==> config.mk <==
export PLATFORM = sky130hd
export DESIGN_NAME = adc_channel_averager
export DESIGN_NICKNAME = d
export VERILOG_FILES = /design/src/rtl/adc_channel_averager.sv
export SDC_FILE = /design/constraint.sdc
export NUM_CORES = 1
export LEC_CHECK = 0
export BUFFER_PORTS_ARGS = -buffer_cell sky130_fd_sc_hd__buf_2
export CAP_MARGIN = 10
export CORE_MARGIN = 2
export CORE_UTILIZATION = 30
export DETAILED_ROUTE_END_ITERATION = 12
export GPL_TIMING_DRIVEN = 0
export HOLD_SLACK_MARGIN = 0.08
export PLACE_DENSITY = 0.53
export SYNTH_ARGS = -nofsm -noshare
export SYNTH_HDL_FRONTEND = slang
export SYNTH_SLANG_ARGS = --single-unit
==> constraint.sdc <==
create_clock -name i_clk -period 7.3 [get_ports i_clk]
set_input_delay 0.73 -clock i_clk [delete_from_list [all_inputs] [get_ports i_clk]]
set_output_delay 0.73 -clock i_clk [all_outputs]
set_load 0.03 [all_outputs]
==> src/rtl/adc_channel_averager.sv <==
// -----------------------------------------------------------------------------
// adc_channel_averager
//
// Scans NUM_CH ADC result registers round-robin. Each round reads every cell
// once. After 2^AVG_LOG2 rounds it presents one averaged 12-bit sample per
// channel on a valid/ready stream. Between rounds it idles for SCAN_DIV cycles.
//
// Ports
//   i_clk          system clock, all logic on the rising edge
//   i_reset        asynchronous active-high reset
//   i_enable       run enable; low aborts to IDLE on the next edge
//   o_raddr        registered read address to the ADC result registers
//   i_rdata        read data, valid one cycle after o_raddr (only [11:0] used)
//   o_out_valid    averaged sample available
//   i_out_ready    consumer accepts the sample when high with o_out_valid
//   o_out_channel  cell index of o_out_data (0 when not valid)
//   o_out_data     averaged sample (0 when not valid)
//   o_round_done   one-cycle pulse after the last cell of a round is captured
// -----------------------------------------------------------------------------
module adc_channel_averager #(
    parameter int ADDR_WIDTH = 4,
    parameter int NUM_CH     = 7,
    parameter int BASE_ADDR  = 1,
    parameter int AVG_LOG2   = 2,
    parameter int SCAN_DIV   = 16
) (
    input  logic                  i_clk,
    input  logic                  i_reset,
    input  logic                  i_enable,
    output logic [ADDR_WIDTH-1:0] o_raddr,
    input  logic [31:0]           i_rdata,
    output logic                  o_out_valid,
    input  logic                  i_out_ready,
    output logic [2:0]            o_out_channel,
    output logic [11:0]           o_out_data,
    output logic                  o_round_done
);

    localparam int ACC_W = 12 + AVG_LOG2;
    // Keep the round counter at least one bit wide so AVG_LOG2=0 still builds.
    localparam int RND_W = (AVG_LOG2 > 0) ? AVG_LOG2 : 1;
    localparam int CNT_W = $clog2(SCAN_DIV + 1);

    localparam logic [2:0]       LAST_CH  = 3'(NUM_CH - 1);
    localparam logic [RND_W-1:0] LAST_RND = RND_W'((1 << AVG_LOG2) - 1);
    localparam logic [CNT_W-1:0] LAST_CNT = CNT_W'(SCAN_DIV - 1);

    typedef enum logic [2:0] {
        S_IDLE,
        S_ADDR,
        S_CAPT,
        S_WAIT,
        S_EMIT
    } state_t;

    state_t                r_state;
    state_t                w_state_next;
    logic [2:0]            r_ch;
    logic [2:0]            w_ch_next;
    logic [RND_W-1:0]      r_round;
    logic [RND_W-1:0]      w_round_next;
    logic [CNT_W-1:0]      r_wait_cnt;
    logic [CNT_W-1:0]      w_wait_next;
    logic                  r_round_done;
    logic                  w_round_done_next;
    logic                  w_acc_we;
    logic [ADDR_WIDTH-1:0] r_raddr;
    logic [ACC_W-1:0]      r_acc [NUM_CH];
    logic [11:0]           w_sample;
    logic                  w_unused_rdata_hi;

    assign w_sample          = i_rdata[11:0];
    assign w_unused_rdata_hi = ^i_rdata[31:12];

    // -------------------------------------------------------------------------
    // Next-state logic
    // -------------------------------------------------------------------------
    always_comb begin
        w_state_next      = r_state;
        w_ch_next         = r_ch;
        w_round_next      = r_round;
        w_wait_next       = r_wait_cnt;
        w_round_done_next = 1'b0;
        w_acc_we          = 1'b0;

        if (r_state != S_IDLE && !i_enable) begin
            // Abort: partial sums are left in place but the restart begins at
            // round 0, which overwrites rather than accumulates.
            w_state_next = S_IDLE;
            w_ch_next    = 3'd0;
            w_round_next = '0;
            w_wait_next  = '0;
        end else begin
            case (r_state)
                S_IDLE: begin
                    if (i_enable) begin
                        w_state_next = S_ADDR;
                        w_ch_next    = 3'd0;
                        w_round_next = '0;
                    end
                end
                S_ADDR: begin
                    w_state_next = S_CAPT;
                end
                S_CAPT: begin
                    w_acc_we = 1'b1;
                    if (r_ch == LAST_CH) begin
                        w_round_done_next = 1'b1;
                        if (r_round == LAST_RND) begin
                            w_state_next = S_EMIT;
                            w_ch_next    = 3'd0;
                        end else begin
                            w_round_next = r_round + 1'b1;
                            w_state_next = S_WAIT;
                            w_wait_next  = '0;
                        end
                    end else begin
                        w_ch_next    = r_ch + 3'd1;
                        w_state_next = S_ADDR;
                    end
                end
                S_WAIT: begin
                    if (r_wait_cnt == LAST_CNT) begin
                        w_state_next = S_ADDR;
                        w_ch_next    = 3'd0;
                        w_wait_next  = '0;
                    end else begin
                        w_wait_next = r_wait_cnt + 1'b1;
                    end
                end
                S_EMIT: begin
                    if (i_out_ready) begin
                        if (r_ch == LAST_CH) begin
                            w_round_next = '0;
                            w_ch_next    = 3'd0;
                            w_wait_next  = '0;
                            w_state_next = S_WAIT;
                        end else begin
                            w_ch_next = r_ch + 3'd1;
                        end
                    end
                end
                default: begin
                    w_state_next = S_IDLE;
                end
            endcase
        end
    end

    // -------------------------------------------------------------------------
    // Control registers
    // -------------------------------------------------------------------------
    always_ff @(posedge i_clk or posedge i_reset) begin
        if (i_reset) begin
            r_state      <= S_IDLE;
            r_ch         <= 3'd0;
            r_round      <= '0;
            r_wait_cnt   <= '0;
            r_round_done <= 1'b0;
            r_raddr      <= ADDR_WIDTH'(BASE_ADDR);
        end else begin
            r_state      <= w_state_next;
            r_ch         <= w_ch_next;
            r_round      <= w_round_next;
            r_wait_cnt   <= w_wait_next;
            r_round_done <= w_round_done_next;
            // Address is loaded on entry to ADDR so that the registered read
            // data lands during CAPT.
            if (w_state_next == S_ADDR) begin
                r_raddr <= ADDR_WIDTH'(BASE_ADDR) + ADDR_WIDTH'(w_ch_next);
            end
        end
    end

    // -------------------------------------------------------------------------
    // Per-channel accumulators; round 0 loads, later rounds add.
    // -------------------------------------------------------------------------
    generate
        for (genvar gi = 0; gi < NUM_CH; gi++) begin : g_acc
            always_ff @(posedge i_clk or posedge i_reset) begin
                if (i_reset) begin
                    r_acc[gi] <= '0;
                end else if (w_acc_we && r_ch == 3'(gi)) begin
                    if (r_round == '0) begin
                        r_acc[gi] <= ACC_W'(w_sample);
                    end else begin
                        r_acc[gi] <= r_acc[gi] + ACC_W'(w_sample);
                    end
                end
            end
        end
    endgenerate

    // -------------------------------------------------------------------------
    // Outputs
    // -------------------------------------------------------------------------
    assign o_raddr       = r_raddr;
    assign o_round_done  = r_round_done;
    assign o_out_valid   = (r_state == S_EMIT);
    assign o_out_channel = o_out_valid ? r_ch : 3'd0;
    assign o_out_data    = o_out_valid ? r_acc[r_ch][AVG_LOG2 +: 12] : 12'd0;

endmodule

# After elaboration in Yosys (flattened, before gate mapping)
# Index checks and enable logic that the tools add are counted.
# Widths: inputs -> output; s select.
[op_classes]
addsub = 11
order_cmp = 1
n_eq_ne = 18
mux = 47
bitwise_logic = 1
reduce_logical = 17
[op_table]
columns = ["op", "n"]
rows = [
  ["$mux 14", 9],
  ["$add 14x12->14", 7],
  ["$mux 3", 15],
  ["$bmux 14 s3", 1],
  ["$mux 5", 6],
  ["$pmux 3 s5", 1],
  ["$pmux 5 s3", 1],
  ["$eq 3x2->1 const B", 4],
  ["$eq 3x3->1 const B", 4],
  ["$mux 12", 1],
  ["$mux 2", 6],
  ["$pmux 3 s4", 1],
  ["$eq 3x1->1 const B", 3],
  ["$ne 3x3->1 const B", 3],
  ["$logic_and 1x1->1", 8],
  ["$reduce_bool 4->1", 2],
  ["$logic_not 3->1", 2],
  ["$ne 3x1->1 const B", 2],
  ["$pmux 2 s3", 1],
  ["$reduce_and 6->1", 1],
  ["$add 5x1->5 const B", 1],
  ["$eq 5x4->1 const B", 1],
  ["$mux 1", 5],
  ["$reduce_and 5->1", 1],
  ["other kinds (9)", 9],
]
[totals]
ff_bits = 116
out_inout_bits = 21
word_cells = 108

# Longest topological paths before layout
[logic_depth]
ltp_word = 6
depth_mapped = 12

# Worst setup path before layout
# No wires, ideal clock.
[synth_path]
path_kind = "register -> register"
from = "register r_ch[0]"
to = "register r_raddr[1], in the netlist o_raddr[1]"
t_arrival_ns = 2.730
path_slack_ns = 4.445
stages_incl_launch_ff = 12
n_path_buf = 2
period_less_slack_ns = 2.855
cell_sequence = "dfrtp_1 > buf_2 > clkbuf_1 > inv_1 > ha_1 > and2_1 > nand2b_1 > o32ai_1 > mux2_2 > a21o_1 > ha_1 > mux2_2"
[synth_between]
elab_chain_len = 6
elab_cells_between_ends = 17
cone_classes = "2 x add/sub; 2 x eq/ne; 13 x mux"
[synth_rtl]
columns = ["item", "line_no", "text"]
rows = [
  ["start, declared", "58", "logic [2:0] r_ch;"],
  ["start signal, assigned", "163", "r_ch <= w_ch_next;"],
  ["$add 3x1->3 / $eq 3x3->1 (equally long branches)", "-", ""],
  ["$mux 3", "133", "if (r_ch == LAST_CH) begin"],
  ["$mux 3", "132", "if (i_out_ready) begin"],
  ["$pmux 3 s4 (*)", "94", "case (r_state)"],
  ["$mux 3 (*)", "86", "if (r_state != S_IDLE && !i_enable) begin"],
  ["via w_ch_next[1]", "59", "logic [2:0] w_ch_next;"],
  ["$add 1x3->4 (*)", "170", "r_raddr <= ADDR_WIDTH'(BASE_ADDR) + ADDR_WIDTH'(w_ch_next);"],
  ["end signal, assigned", "160", "r_raddr <= ADDR_WIDTH'(BASE_ADDR);"],
  ["end signal, assigned", "170", ""],
  ["end, declared", "67", "logic [ADDR_WIDTH-1:0] r_raddr;"],
]
# Mark *: on every way through the listed nets, which the timed path passes. The rest lies on a longest branch.
# A chain may end at the register's enable or synchronous reset.

# Final worst setup path
[layout_path]
from = "register r_ch[1]"
to = "output port o_out_data[5]"
[layout_between]
elab_chain_len = 5
[layout_rtl]
columns = ["item", "line_no", "text"]
rows = [
  ["$not 3->4 (not written as such)", "201", "assign o_out_data = o_out_valid ? r_acc[r_ch][AVG_LOG2 +: 12] : 12'd0;"],
  ["$bmux 14 s3", "201", ""],
  ["$mux 14 (not written as such) (2 in a row)", "201", ""],
  ["$mux 12", "201", ""],
  ["end, declared", "35", "output logic [11:0] o_out_data,"],
]
# Every way passes these cells. The select of a mux whose other input is x is not followed.

==> impl_metrics.toml <==
[run_status]
outcome = "complete, no violations"

[placement]
dpl_cell_area_um2 = 10300
io_buffers = 36
hpwl_um = 22800
pre_cts_slack_ns = 3.81
gp_congestion = 0.882

[logic_synthesis]
syn_area_per_cell_um2 = 8.89
synth_top_family_by_area = "compound AO/OA/AOI/OAI gates"
syn_inst = 1083
synth_seq_cells = 116
synth-xor-area-share_pct = 5.37
async_flop_share_pct = 100
synthSimpleGateAreaFrac_pct = 14.4
synthFlopType = "dfrtp_1"
synthAdderAreaFrac_pct = 13.5
yosysWarnings = 0
synth_fp_nets = 1219
synth_compound_area_share_pct = 24.2
synth_edf_count = 0
syn_area_um2 = 9630
yosysSeqAreaShare_pct = 30.2
synth_cell_type_count = 69
synth.area.mux_share_pct = 9.18

[global_routing]
grt_start_max_net_pins = 72
overflow = 0
grt_pass1_wl_um = 46600
grtUsageMet3_pct = 2.01
antenna_found_initial = 0
use_met1_pct = 24.7
grt_pass1_vias = 8258
busiest_layer = "met2"
use_met2_pct = 30.2
grt_usage_pct = 18.0

[run]
drv_cap = 0

[final_layout]
drive_gt1_share_pct = 12.6
antenna_cells = 0
area_growth_pct = 13.3
multi_input_area_um2 = 6420
nNetsFinal = 1275
final_area_um2 = 10900
utilization_pct = 34.6
seqCellArea_um2 = 2900
fill_cells = 3248

[sta]
skew_ns = 0.0160
rsz0062_at_grt = "false"
fmax_mhz = 266
worst_slew_pin_slew_ns = 1.01
finalSetupViolCount = 0
fin_crit_ns = 3.76
hold-worst-slack_ns = 0.324
fin_ws_ns = 3.54
post-route-period-util_pct = 51.5
hold_viol = 0
tns_ns = 0
slew_violations = 0
timing.slew.headroom_pct = 32.8

[detailed_routing]
wl_per_cell_um = 19.0
post_drt_via_cell_ratio = 5.48
drt-total-wl_um = 29500
first_pass_iters = 5
via_count = 8520
drtIter0Drc = 685
drc = 0
final_antenna_net_count = 0

[clock_tree]
cts_root_buf = "clkbuf_16"
clk_path_buf_depth = 2
clk_latency_ns = 0.42
cts_buffers = 17
postCtsHoldBufs = 0
cts_resized = 0
cts_setup_buffers = 0
cts-htree-levels = 4
clk_pin_slew_ns = 0.06
numClockSinks = 116
cts_tree = "built"

[critical_path]
cp_data_required_time_ns = 6.57
critPathLaunchType = "flip-flop"
crit_path_max_fanout = 10
arrival_ns = 3.03
regToRegSetupSlack_ns = 3.77
crit_type = "reg -> out"
critical_path.endpoint_type = "primary output"

[floorplanning]
core_area_um2 = 31600
ios = 57
num_rows = 65
initial_utilization_pct = 30.5
dieArea_um2 = 33500
fp.dieW_um = 183
die_h_um = 183

[pwr]
p_leak_uw = 0.00503
powerDensity_nw_per_um2 = 234
ir_worst_vdd_v = 0.000113

[hold_path]
hold_class = "in -> async"
[worst max-delay path: stages, from the launching register on]
cell,delay (ns)
dfrtp_1,0.36
clkbuf_1,0.47
inv_1,0.16
nor2_1,0.23
clkbuf_1,0.46
a221oi_1,0.18
nor3_1,0.46
buf_2,0.30
[metal layers]
| metal | share of wire (%) | vias up |
|---|---|---|
| li1 | - | 4142 |
| met1 | 47 | 4179 |
| met2 | 48 | 174 |
| met3 | 3.7 | 25 |
| met4 | 1.4 | 0 |
| met5 | 0 | - |
[power by group]
group	switching [µW]	total, µW	internal (µW)
logic	505	906	401
clock network	335	821	486
registers	87.3	825	738
total	927	2550	1620
[layout make-up]
type,count,area share [%]
inverter,27,0.975
clock buffer,20,4.19
timing repair buffer,37,1.90
multi-input combinational,892,58.9
tap,402,4.61
buffer,48,1.84
clock inverter,12,0.964
sequential,116,26.6
[logic make-up (layout without fill, tap and decap cells)]
family | after synthesis | in the layout
XOR/XNOR | 59 | 59
AO/OA/AOI/OAI | 367 | 367
adder cells (fa/ha/maj) | 100 | 100
buffers and inverters | 75 | 144
flip-flops | 116 | 116
AND/OR/NAND/NOR | 297 | 297
multiplexers | 69 | 69
[Yosys cell counts (3+ instances only)]
| cell type | instances | area (µm²) |
|---|---|---|
| a31oi_1 | 15 | 93.8 |
| or2_2 | 3 | 18.8 |
| inv_1 | 26 | 97.6 |
| xnor2_1 | 27 | 236 |
| and3_1 | 14 | 87.6 |
| o41ai_1 | 4 | 35.0 |
| o21a_1 | 22 | 165 |
| xor2_1 | 32 | 280 |
| o22ai_1 | 7 | 43.8 |
| ha_1 | 93 | 1160 |
| mux2i_1 | 23 | 230 |
| clkbuf_1 | 33 | 124 |
| o221ai_1 | 4 | 35.0 |
| o21ai_0 | 107 | 536 |
| o31ai_1 | 11 | 82.6 |
| o21bai_1 | 12 | 90.1 |
| fa_1 | 7 | 140 |
| a21oi_1 | 87 | 435 |
| o211ai_1 | 20 | 150 |
| o311ai_0 | 5 | 43.8 |
| nand2_1 | 106 | 398 |
| mux4_2 | 12 | 270 |
| and2_1 | 8 | 50.1 |
| nor2_1 | 79 | 297 |
| a221oi_1 | 11 | 96.3 |
| nand4_1 | 4 | 25.0 |
| dfrtp_1 | 115 | 2880 |
| or3_1 | 4 | 25.0 |
| nand2b_1 | 8 | 50.1 |
| mux2_2 | 34 | 383 |
| a21o_1 | 26 | 195 |
| buf_2 | 13 | 65.1 |
| nor3_1 | 30 | 150 |
| a211oi_1 | 11 | 82.6 |
| nand3_1 | 13 | 65.1 |
| a22o_1 | 4 | 35.0 |
| nor2b_1 | 14 | 87.6 |
[sequential cells by signal (all words and copies together), names as in the netlist]
register and flops:
r_acc 98, r_ch 3, o_raddr 4, r_round 2
o_round_done 1, r_wait_cnt 5, r_state 3
[worst paths after layout]
| path | endpoint | cells after the start | from |
|---|---|---|---|
| worst min-delay path | r_wait_cnt[2]$_DFFE_PP0P_ | 2 | i_reset |
| min in group i_clk | o_raddr[3]$_DFFE_PP0N_ | 2 | o_raddr[3]$_DFFE_PP0N_ |
| worst max-delay path | o_out_data[5] | 7 | r_ch[1]$_DFF_PP0_ |
| worst max register to register | o_raddr[1]$_DFFE_PP0N_ | 11 | r_ch[0]$_DFF_PP0_ |
| max in group asynchronous | r_acc[71]$_DFFE_PP0P_ | 3 | i_reset |
| worst min register to register | o_raddr[3]$_DFFE_PP0N_ | 2 | o_raddr[3]$_DFFE_PP0N_ |
[per-stage QoR]
stage | cells | total power (µW)
floorplan | 1083 | 1510
global placement | 1521 | 1710
detailed placement | 1522 | 1730
CTS | 1554 | 2560
global route | 1554 | 2720
finish | 1554 | 2550
[layout by cell type, fill, tap and decap left out, types with 4 or more instances in the layout]
cell / count
a211oi_1: 11
a21o_1: 26
a21oi_1: 87
a221oi_1: 11
a22o_1: 4
a31oi_1: 15
and2_1: 8
and3_1: 14
buf_2: 49
clkbuf_1: 34
clkbuf_16: 17
clkinv_2: 4
clkinvlp_4: 5
dfrtp_1: 115
fa_1: 7
ha_1: 93
inv_1: 25
mux2_2: 34
mux2i_1: 23
mux4_2: 12
nand2_1: 106
nand2b_1: 8
nand3_1: 13
nand4_1: 4
nor2_1: 79
nor2b_1: 14
nor3_1: 30
o211ai_1: 20
o21a_1: 22
o21ai_0: 107
o21bai_1: 12
o221ai_1: 4
o22ai_1: 7
o311ai_0: 5
o31ai_1: 11
o41ai_1: 4
or3_1: 4
xnor2_1: 27
xor2_1: 32
Power figures use the tool's default switching activity.
